===== src/rtl/gomoku_pkg.sv =====
// Shared Gomoku definitions: button FSM encoding and default hold/repeat timing.
package gomoku_pkg;

    typedef enum logic [1:0] {
        BTN_IDLE   = 2'd0,
        BTN_ARMED  = 2'd1,
        BTN_REPEAT = 2'd2
    } btn_state_e;

    // 0.5 s before long-press / first repeat, 0.1 s between repeats at 100 MHz.
    localparam int unsigned BTN_LONG_CYCLES   = 50_000_000;
    localparam int unsigned BTN_REPEAT_CYCLES = 10_000_000;

endpackage


===== src/rtl/button_event_gen_if.sv =====
// Debounced button level in, single-cycle game-input events out.
interface button_event_gen_if;

    logic btn_level;
    logic held;
    logic press_pulse;
    logic release_pulse;
    logic long_pulse;
    logic repeat_pulse;
    logic step_pulse;

    // master: debouncer / consumer side; slave: the event generator.
    modport master (
        output btn_level,
        input  held, press_pulse, release_pulse, long_pulse, repeat_pulse, step_pulse
    );

    modport slave (
        input  btn_level,
        output held, press_pulse, release_pulse, long_pulse, repeat_pulse, step_pulse
    );

endinterface


===== src/rtl/button_event_gen.sv =====
// Turns a debounced button level into press/release/long-press/auto-repeat strobes.
// All outputs are registered; the counter never wraps.
module button_event_gen
    import gomoku_pkg::*;
#(
    parameter int unsigned LONG_CYCLES   = BTN_LONG_CYCLES,
    parameter int unsigned REPEAT_CYCLES = BTN_REPEAT_CYCLES,
    parameter bit          REPEAT_EN     = 1'b1
) (
    input logic               clk_100mhz,
    input logic               rst_n,
    button_event_gen_if.slave bus
);

    localparam int unsigned CntMax = (LONG_CYCLES > REPEAT_CYCLES) ? LONG_CYCLES : REPEAT_CYCLES;
    localparam int unsigned CntW   = $clog2(CntMax);
    localparam logic [CntW-1:0] LongLast = CntW'(LONG_CYCLES - 1);
    localparam logic [CntW-1:0] RepLast  = CntW'(REPEAT_CYCLES - 1);

    btn_state_e      state_q, state_d;
    logic [CntW-1:0] cnt_q, cnt_d;
    logic            btn_q;
    logic            rise, fall;
    logic            press_d, release_d, long_d, repeat_d, step_d;
    logic            press_q, release_q, long_q, repeat_q, step_q;

    assign rise = bus.btn_level & ~btn_q;
    assign fall = ~bus.btn_level & btn_q;

    always_ff @(posedge clk_100mhz or negedge rst_n) begin
        if (!rst_n) begin
            state_q <= BTN_IDLE;
            cnt_q   <= '0;
        end else begin
            state_q <= state_d;
            cnt_q   <= cnt_d;
        end
    end

    // A fall always takes priority over a threshold match; the count is dropped.
    always_comb begin
        state_d = state_q;
        cnt_d   = cnt_q;
        unique case (state_q)
            BTN_IDLE: begin
                if (rise) begin
                    state_d = BTN_ARMED;
                    cnt_d   = '0;
                end
            end
            BTN_ARMED: begin
                if (fall) begin
                    state_d = BTN_IDLE;
                    cnt_d   = '0;
                end else if (cnt_q == LongLast) begin
                    state_d = BTN_REPEAT;
                    cnt_d   = '0;
                end else begin
                    cnt_d = cnt_q + CntW'(1);
                end
            end
            BTN_REPEAT: begin
                if (fall) begin
                    state_d = BTN_IDLE;
                    cnt_d   = '0;
                end else if (cnt_q == RepLast) begin
                    cnt_d = '0;
                end else begin
                    cnt_d = cnt_q + CntW'(1);
                end
            end
            default: begin
                state_d = BTN_IDLE;
                cnt_d   = '0;
            end
        endcase
    end

    always_comb begin
        press_d   = 1'b0;
        release_d = 1'b0;
        long_d    = 1'b0;
        repeat_d  = 1'b0;
        unique case (state_q)
            BTN_IDLE: press_d = rise;
            BTN_ARMED: begin
                release_d = fall;
                long_d    = ~fall & (cnt_q == LongLast);
                repeat_d  = long_d & REPEAT_EN;
            end
            BTN_REPEAT: begin
                release_d = fall;
                repeat_d  = ~fall & (cnt_q == RepLast) & REPEAT_EN;
            end
            default: ;
        endcase
        step_d = press_d | repeat_d;
    end

    always_ff @(posedge clk_100mhz or negedge rst_n) begin
        if (!rst_n) begin
            btn_q     <= 1'b0;
            press_q   <= 1'b0;
            release_q <= 1'b0;
            long_q    <= 1'b0;
            repeat_q  <= 1'b0;
            step_q    <= 1'b0;
        end else begin
            btn_q     <= bus.btn_level;
            press_q   <= press_d;
            release_q <= release_d;
            long_q    <= long_d;
            repeat_q  <= repeat_d;
            step_q    <= step_d;
        end
    end

    assign bus.held          = btn_q;
    assign bus.press_pulse   = press_q;
    assign bus.release_pulse = release_q;
    assign bus.long_pulse    = long_q;
    assign bus.repeat_pulse  = repeat_q;
    assign bus.step_pulse    = step_q;

endmodule

===== src/flat_wrapper.sv =====
// flat-port wrapper written by rule: the top's interface ports become plain ports
module button_event_gen_flat import gomoku_pkg::*;
#(
    parameter int unsigned LONG_CYCLES   = BTN_LONG_CYCLES,
    parameter int unsigned REPEAT_CYCLES = BTN_REPEAT_CYCLES,
    parameter bit          REPEAT_EN     = 1'b1
)
  (clk_100mhz, rst_n, bus_btn_level, bus_held, bus_press_pulse, bus_release_pulse, bus_long_pulse, bus_repeat_pulse, bus_step_pulse);
  button_event_gen_if bus_i ();
  input logic clk_100mhz;
  input logic rst_n;
  input wire logic [$bits(bus_i.btn_level)-1:0] bus_btn_level;
  output wire logic [$bits(bus_i.held)-1:0] bus_held;
  output wire logic [$bits(bus_i.press_pulse)-1:0] bus_press_pulse;
  output wire logic [$bits(bus_i.release_pulse)-1:0] bus_release_pulse;
  output wire logic [$bits(bus_i.long_pulse)-1:0] bus_long_pulse;
  output wire logic [$bits(bus_i.repeat_pulse)-1:0] bus_repeat_pulse;
  output wire logic [$bits(bus_i.step_pulse)-1:0] bus_step_pulse;
  assign bus_i.btn_level = bus_btn_level;
  assign bus_held = bus_i.held;
  assign bus_press_pulse = bus_i.press_pulse;
  assign bus_release_pulse = bus_i.release_pulse;
  assign bus_long_pulse = bus_i.long_pulse;
  assign bus_repeat_pulse = bus_i.repeat_pulse;
  assign bus_step_pulse = bus_i.step_pulse;
  button_event_gen #(.LONG_CYCLES(LONG_CYCLES), .REPEAT_CYCLES(REPEAT_CYCLES), .REPEAT_EN(REPEAT_EN)) u_core (.clk_100mhz(clk_100mhz), .rst_n(rst_n), .bus(bus_i));
endmodule

===== config.mk =====
export PLATFORM = sky130hd
export DESIGN_NAME = button_event_gen_flat
export DESIGN_NICKNAME = d
export VERILOG_FILES = /design/src/rtl/gomoku_pkg.sv /design/src/rtl/button_event_gen_if.sv /design/src/rtl/button_event_gen.sv /design/src/flat_wrapper.sv
export SDC_FILE = /design/constraint.sdc
export NUM_CORES = 1
export LEC_CHECK = 0
export ABC_AREA = 1
export BUFFER_PORTS_ARGS = -buffer_cell sky130_fd_sc_hd__buf_2
export CAP_MARGIN = 25
export CORE_MARGIN = 5
export CORE_UTILIZATION = 48
export CTS_BUF_LIST = sky130_fd_sc_hd__clkbuf_16
export CTS_CLUSTER_SIZE = 20
export DETAILED_ROUTE_END_ITERATION = 8
export PLACE_DENSITY = 0.69
export SLEW_MARGIN = 40
export SYNTH_ARGS = -nofsm -noshare
export SYNTH_HDL_FRONTEND = slang
export SYNTH_SLANG_ARGS = --single-unit

===== constraint.sdc =====
create_clock -name clk_100mhz -period 1.9 [get_ports clk_100mhz]
set_clock_uncertainty 0.15 [all_clocks]
set_input_delay 0.38 -clock clk_100mhz [delete_from_list [all_inputs] [get_ports clk_100mhz]]
set_output_delay 0.38 -clock clk_100mhz [all_outputs]
set_load 0.01 [all_outputs]

Word level (Yosys, flattened, before mapping)
Index checks and enable logic that the tools add are counted.
- flip-flop bits (word level): 34
- word-level logic and storage cells: 42
- input bits: 3
- $add $sub $neg: 1
- bitwise gates (word level): 8
- reductions and logical operators: 3
- muxes and demuxes: 15
- eq/ne operators: 7
- operators by type and width (kind ; number):
    26-bit 2-to-1 mux ; 5
    26-bit case mux with 3 select lines ; 1
    26-bit by 1-bit adder with 26-bit output (second input constant) ; 1
    26-bit by 24-bit equality test with 1-bit output (second input constant) ; 1
    26-bit equality test (second input constant) ; 1
    2-bit 2-to-1 mux ; 4
    2-bit case mux with 3 select lines ; 1
    1-bit AND ; 4
    2-bit by 1-bit inequality test with 1-bit output (second input constant) ; 2
    1-bit 2-to-1 mux ; 3
    3-bit by 1-bit inequality test with 1-bit output (second input constant) ; 1
    1-bit inverter ; 3
    3-bit AND reduction ; 1
    2-bit by 1-bit equality test with 1-bit output (second input constant) ; 1
    2-bit equality test (second input constant) ; 1
    2-bit logical NOT ; 1
    1-bit case mux with 2 select lines ; 1
    2-bit OR reduction ; 1
    1-bit OR ; 1

Logic depth before layout (Yosys ltp)
Gate-level depths: netlist of run 1.
- depth after elaboration: 6
- gate-level depth with buffers: 11
- mapped depth without buffers: 10

Least setup slack after synthesis of run 1
OpenSTA, ideal clock, no wires.
- path type: register to register
- start point: reg u_core.cnt_q[0]
- end point: reg u_core.cnt_q[15]
- arrival time: 1429 ps
- cell stages (with the launch flop): 12
- slack: 194 ps
- buffers on the path: 1
- cells stage by stage: dfrtp_1 -> ha_1 -> nand2_1 -> nor2_2 -> nand2_1 -> nor2_1 -> nand2_1 -> nand2_2 -> nand2_4 -> nand2_8 -> buf_12 -> a21oi_2
- longest elaborated chain between the ends: 4
- ends and longest elaborated chain (element ; line ; source):
    from (decl) ; button_event_gen.sv:21 ; logic [CntW-1:0] cnt_q, cnt_d;
    from (signal assigned) ; button_event_gen.sv:36 ; cnt_q <= cnt_d;
    26-bit by 1-bit adder with 26-bit output, or another cell as far along ; button_event_gen.sv:59, button_event_gen.sv:69 ;
    26-bit 2-to-1 mux, on equally long branches ; button_event_gen.sv:66, button_event_gen.sv:55 ;
    26-bit 2-to-1 mux, on equally long branches ; button_event_gen.sv:63, button_event_gen.sv:52 ;
    26-bit case mux with 3 select lines * ; button_event_gen.sv:44 ; unique case (state_q)
Mark *: on every way between the ends. The rest lies on a longest branch, timed or not.
A chain may end at the register's enable or synchronous reset.

Final worst setup path of run 1
- start point: reg u_core.cnt_q[1]
- end point: reg u_core.cnt_q[3]
The elaborated chain is that of the path after synthesis.

==> results.yml, run 1 <==
worst_setup_path:
  r2r_start: "u_core.cnt_q[1]"
  critical_path_class: "reg -> reg"
  critPathLaunchType: "flip-flop"
  cp.arrival_ns: 1.87
  worst_setup_path_end_kind: "flip-flop"
  critical_path.startpoint: "u_core.cnt_q[1]"
  ff2ff_setup_slack_ns: 0.04
  crit_required_ns: 1.91
  path_max_fanout: 7
synthesis:
  yosys.area.top_type: "dfrtp_1"
  synth.area.mux_share: 0
  syn-instance-count: 301
  synth.top_cell.area_share: 0.3933
  yosysSeqAreaShare: 0.3933
  synth_xor_area_frac: 0.03644
  synth_area_leaders: "dfrtp_1 (39%), nand2_1 (15%), nor2_1 (7.8%)"
  synth_top_family_by_area: "simple AND/OR/NAND/NOR gates"
  synthSimpleGateAreaFrac: 0.3661
  synth_cell_types: 25
  yosysWarnings: 0
  postSynthAreaPerCell_um2: 7.187
  syn_area_um2: 2163
  ys_ff_latch: 34
  synth_nets: 308
  yosys.area_share.adder: 0.02313
  synth-compound-area-share: 0.09890
cts:
  htreeDepth: 2
  clock_latency_ns: 0.28
  cts_buffers: 5
  cts_max_path_buffers: 2
  clk_pin_slew_ns: 0.05
  root_buffer: "clkbuf_16"
  tritoncts: "done"
  clkSinkCount: 34
global_route:
  gr-total-overflow: 0
  grt_antenna_before_repair: 0
  grt_max_degree: 19
  grt_pass1_wl_um: 8769
  first_global_vias: 1853
  gr-usage-all-layers: 0.1841
finish:
  fin_cells: 376
  diodes: 0
  drive_gt1_frac: 0.2037
  fin_util: 0.6014
  nFillCells: 381
  layout.nets: 330
  area_growth_pct: 21.05
placed_design:
  place.gp.congestion: 0.9424
  portBuffers: 8
  dpl.hpwl_um: 3780
  dp_cells: 361
floorplan:
  fp.dieH_um: 77.14
  top_level_ports: 9
  rows: 24
  start_util: 0.4968
  dieArea_um2: 5950
  die_w_um: 77.14
  core-area_um2: 4354
timing:
  fin_crit_ns: 1.859
  setup_violations: 0
  final_max_slew_viol_count: 0
  worstMarginPinSlew_ns: 0.4209
  relSlewSlack: 0.7194
  hold_violations: 0
  fin_crit_sh: 0.9786
  fmax_ghz: 0.5378
pwr:
  intPower_mw: 1.675
  p_clk_frac: 0.341
  p_per_area_nw_per_um2: 1032
  comb_power_share: 0.366
  switching_share: 0.3802
  power.leakage_nw: 1.124
  p_sw_mw: 1.028
  ir_drop_uv: 720.9
  p_seq_frac: 0.293
drt:
  drt_iter0_markers: 210
  ant_nets: 0
  drt_first_pass_iters: 5
  routed_via_density: 5.596
  routed_wl_um: 5788
  drc: 0
  post_drt_wl_per_cell_um: 15.39
  vias: 2104
worst_hold_path:
  hold_path_class: "in -> reg"
  hp-start: "bus_btn_level"
outcome:
  status: "finished clean"
job:
  max-cap-violations: 0
==> cell families (layout without fill, tap and decap cells) <==
| group | count (synthesis) | count (layout) |
|---|---|---|
| xor gates and xnor gates | 9 | 9 |
| and+or+nand+nor | 177 | 180 |
| DFF | 34 | 34 |
| adders and majority gates | 4 | 4 |
| AOI/OAI and AO/OA | 35 | 35 |
| buffers and inverters | 42 | 62 |
==> cell type report <==
type	instances	area [um^2]	area share
Multi-Input combinational cell	228	1267	0.4840
Sequential cell	34	852.1	0.3254
Inverter	36	135.1	0.05160
Timing Repair Buffer	18	133.9	0.05112
Clock buffer	5	125.1	0.04778
Tap cell	52	65.06	0.02484
Clock inverter	3	40.04	0.01529
==> power groups by stage <==
stage / clock network (mW) / registers [mW] / logic [mW]
after floorplan: 0 / 0.805 / 0.510
after global placement: 0 / 0.800 / 0.640
after detailed placement: 0 / 0.801 / 0.660
after CTS: 0.932 / 0.790 / 0.670
after global routing: 0.968 / 0.799 / 1.07
final: 0.921 / 0.793 / 0.989
==> through the flow <==
stage	hold WS, ns	cell area [um^2]	power [mW]	setup WS [ns]	TNS [ns]
5_1_grt	0.09164	2619	2.835	-0.05644	-0.9572
6_report	0.09571	2619	2.703	0.04069	0
3_5_place_dp	0.1926	2283	1.462	-0.02356	-0.08110
2_1_floorplan	-0.06559	2163	1.315	0.1944	0
3_3_place_gp	0.1869	2283	1.440	-0.01753	-0.01753
4_1_cts	0.09104	2464	2.391	0.01671	0
==> layer usage <==
metal / vias up / global-route usage / routed length (um)
li1: 1010 / - / -
met2: 115 / 0.2685 / 2687
met4: 0 / 0.06529 / 143
met3: 19 / 0.06089 / 493
met5: - / 0 / 0
met1: 960 / 0.2535 / 2463
==> flip-flops by register name, indices dropped and copies added (netlist names) <==
signal / flops
u_core.cnt_q: 26
u_core.state_q: 2
u_core.bus.held: 1
u_core.bus.long_pulse: 1
u_core.bus.press_pulse: 1
u_core.bus.release_pulse: 1
u_core.bus.repeat_pulse: 1
u_core.bus.step_pulse: 1
==> final timing paths <==
path,endpoint,cells past startpoint
max,u_core.cnt_q[3],10
min,u_core.bus.held,1
max reg2reg,u_core.cnt_q[3],10
min reg2reg,u_core.state_q[1],2
max in group asynchronous,u_core.cnt_q[20],3
min in group asynchronous,u_core.bus.held,2
==> placed cells by master (no fill, tap or decap), drive strengths merged <==
master,netlist,final
a21oi,18,18
buf,4,17
bufinv,0,1
clkbuf,2,5
clkinv,0,2
dfrtp,34,34
dlygate4sd3,0,1
ha,4,4
inv,36,36
nand2,89,92
nand3,22,22
nand3b,2,2
nand4,8,8
nor2,50,50
nor3,6,6
o21ai,16,16
o22ai,1,1
xnor2,1,1
xor2,8,8
==> timing repair <==
item	CTS	global route
setup buffers	0	3
endpoints found under the setup margin	13	27
resized for setup	2	24
pin swaps	1	9
hold buffers	1	0
cloned	0	3
endpoints found under the hold margin	16	0
==> Yosys cell counts (all sizes together) <==
library cell	instances
nand2	89
o22ai	1
buf	4
nor2	50
clkbuf	2
ha	4
xor2	8
dfrtp	34
nor3	6
nand3	22
nand3b	2
o21ai	16
inv	36
nand4	8
xnor2	1
a21oi	18
==> worst max-delay path, cell delays in order, from the launching register on <==
cell	delay, ns
dfrtp_1	0.42
ha_4	0.18
nand2_2	0.07
nor2_4	0.16
nand2_1	0.08
nor2_1	0.13
nand2_2	0.11
nand2_4	0.11
nand2_8	0.12
nand2_4	0.15
a21oi_2	0.06
Note: power is estimated with default switching activity, not from simulation.
==> inputs of run 2 (changes only) <==
--- a/config.mk
+++ b/config.mk
@@ -11,9 +11,9 @@
 export CORE_MARGIN = 5
 export CORE_UTILIZATION = 48
 export CTS_BUF_LIST = sky130_fd_sc_hd__clkbuf_16
+export CTS_CLUSTER_DIAMETER = 40
 export CTS_CLUSTER_SIZE = 20
 export DETAILED_ROUTE_END_ITERATION = 8
-export PLACE_DENSITY = 0.69
 export SLEW_MARGIN = 40
 export SYNTH_ARGS = -nofsm -noshare
 export SYNTH_HDL_FRONTEND = slang
==> run 2 against run 1 <==
Critical path depth unchanged. Routed wire length down 8.5%. Via count down 5.6%. Die area unchanged. Cell count unchanged. Flip-flop and latch count unchanged. Combinational power down 13%. Total power down 11%. Hold slack better by 0.00068 ns. Maximum frequency up 1.8%.
==> results.yml, run 2 (synthesis gave the netlist of run 1 again) <==
outcome:
  status: "finished clean"
timing:
  relSlewSlack: 0.7361
  fmax_ghz: 0.5473
  setup_violations: 0
  fin_crit_ns: 1.827
  final_max_slew_viol_count: 0
  whs_ns: 0.09640
  rsz0062_at_grt: "true"
  worstMarginPinSlew_ns: 0.3958
  fin_crit_sh: 0.9617
  hold_violations: 0
cts:
  root_buffer: "clkbuf_16"
  clock_latency_ns: 0.28
  clk_pin_slew_ns: 0.05
  cts_buffers: 5
  cts_max_path_buffers: 2
  tritoncts: "done"
  clkSinkCount: 34
  htreeDepth: 2
finish:
  diodes: 0
  reg_top3: "u_core.cnt_q: 26 flops, u_core.state_q: 2 flops"
  largest_reg_flops: 26
  area_growth_pct: 17.58
  final_cell_mix: "nand2_1 (81), nor2_1 (42), inv_1 (35), dfrtp_1 (34), nand3_1 (22)"
  fin_util: 0.5842
  layout_commonest_cell: "nand2_1"
  layout.nets: 331
  drive_gt1_frac: 0.1759
  largest-register: "u_core.cnt_q"
placed_design:
  portBuffers: 8
  dpl.hpwl_um: 3804
  place.gp.congestion: 0.9271
global_route:
  gr-usage-met3: 0.03630
  globalRouteMet1Util: 0.2652
  grt_antenna_before_repair: 0
  grt_pass1_wl_um: 8907
  gr-total-overflow: 0
  first_global_vias: 1834
  use_met2: 0.2786
  gr-usage-all-layers: 0.1858
  grt_max_degree: 19
  busiest_layer: "met2"
drt:
  ant_nets: 0
  routed_wl_um: 5294
  drt_first_pass_iters: 4
  drt_iter0_markers: 130
  routed_via_density: 5.285
  post_drt_wl_per_cell_um: 14.08
  vias: 1987
  drc: 0
pwr:
  ir_drop_uv: 436.6
  power.leakage_nw: 1.115
  p_per_area_nw_per_um2: 948.6
  fin_total_pwr_mw: 2.413
floorplan:
  start_util: 0.4968
  top_level_ports: 9
  die_w_um: 77.14
  fp.dieH_um: 77.14
  dieArea_um2: 5950
  rows: 24
  core-area_um2: 4354
worst_setup_path:
  critPathLaunchType: "flip-flop"
  crit_required_ns: 1.91
  worst_setup_path_end_kind: "flip-flop"
  critical_path_class: "reg -> reg"
  cp.arrival_ns: 1.83
  path_max_fanout: 9
job:
  max-cap-violations: 0
worst_hold_path:
  hold_path_class: "in -> reg"
-- run 2: final timing paths --
| path | to | depth (start not counted) | slack, ns | startpoint |
|---|---|---|---|---|
| max in group asynchronous | u_core.cnt_q[13] | 3 | 0.76 | rst_n |
| max reg2reg | u_core.cnt_q[16] | 10 | 0.07 | u_core.cnt_q[0] |
| max | u_core.cnt_q[16] | 10 | 0.07 | u_core.cnt_q[0] |
| min | u_core.bus.held | 1 | 0.1 | bus_btn_level |
| min in group asynchronous | u_core.bus.press_pulse | 2 | 0.41 | rst_n |
| min reg2reg | u_core.state_q[1] | 2 | 0.37 | u_core.state_q[1] |
-- run 2: worst max-delay path, stage by stage, from the launching register on --
cell and delay [ns]:
dfrtp_1 0.43, ha_4 0.18, nand2_1 0.08, nor2_4 0.14, nand2_2 0.08, nor2_1 0.10, nand2_1 0.09, nand2_2 0.14
nand2_8 0.11, nand2_8 0.14, a21oi_2 0.06
-- run 2: power by group --
part / switching, mW / total, mW / internal (mW) / leakage, nW
sequential: 0.0284 / 0.794 / 0.765 / 0.468
combinational: 0.606 / 0.856 / 0.250 / 0.577
clock: 0.291 / 0.763 / 0.472 / 0.0694
-- run 2: area by class of cell --
cell class,count,area [um^2]
clock inverter,2,10.01
timing repair buffer,20,145.1
fill,421,1810
sequential,34,850.8
tap,52,65.06
clock buffer,5,125.1
multi-input combinational,227,1212
inverter,36,135.1
-- run 2: repair_timing --
action	in CTS	in global routing
hold buffers	1	0
resized for setup	0	12
endpoints found under the hold margin	16	0
setup endpoints to repair	0	26
buffers inserted	0	1
-- run 2: per-layer routing --
layer / vias to the layer above / wire, um
met1: 903 / 2539
met3: 13 / 313
met2: 69 / 2322
met5: - / 0
li1: 1002 / -
met4: 0 / 119
-- run 2: per-stage QoR --
step | setup slack, ns | instance area, um^2 | setup TNS [ns] | instances
6_report | 0.07281 | 2544 | 0 | 376
2_1_floorplan | 0.1944 | 2163 | 0 | 301
3_5_place_dp | 0.04046 | 2313 | 0 | 365
5_1_grt | -0.02873 | 2544 | -0.1602 | 376
4_1_cts | 0.02548 | 2459 | 0 | 373
3_3_place_gp | 0.02512 | 2313 | 0 | 365
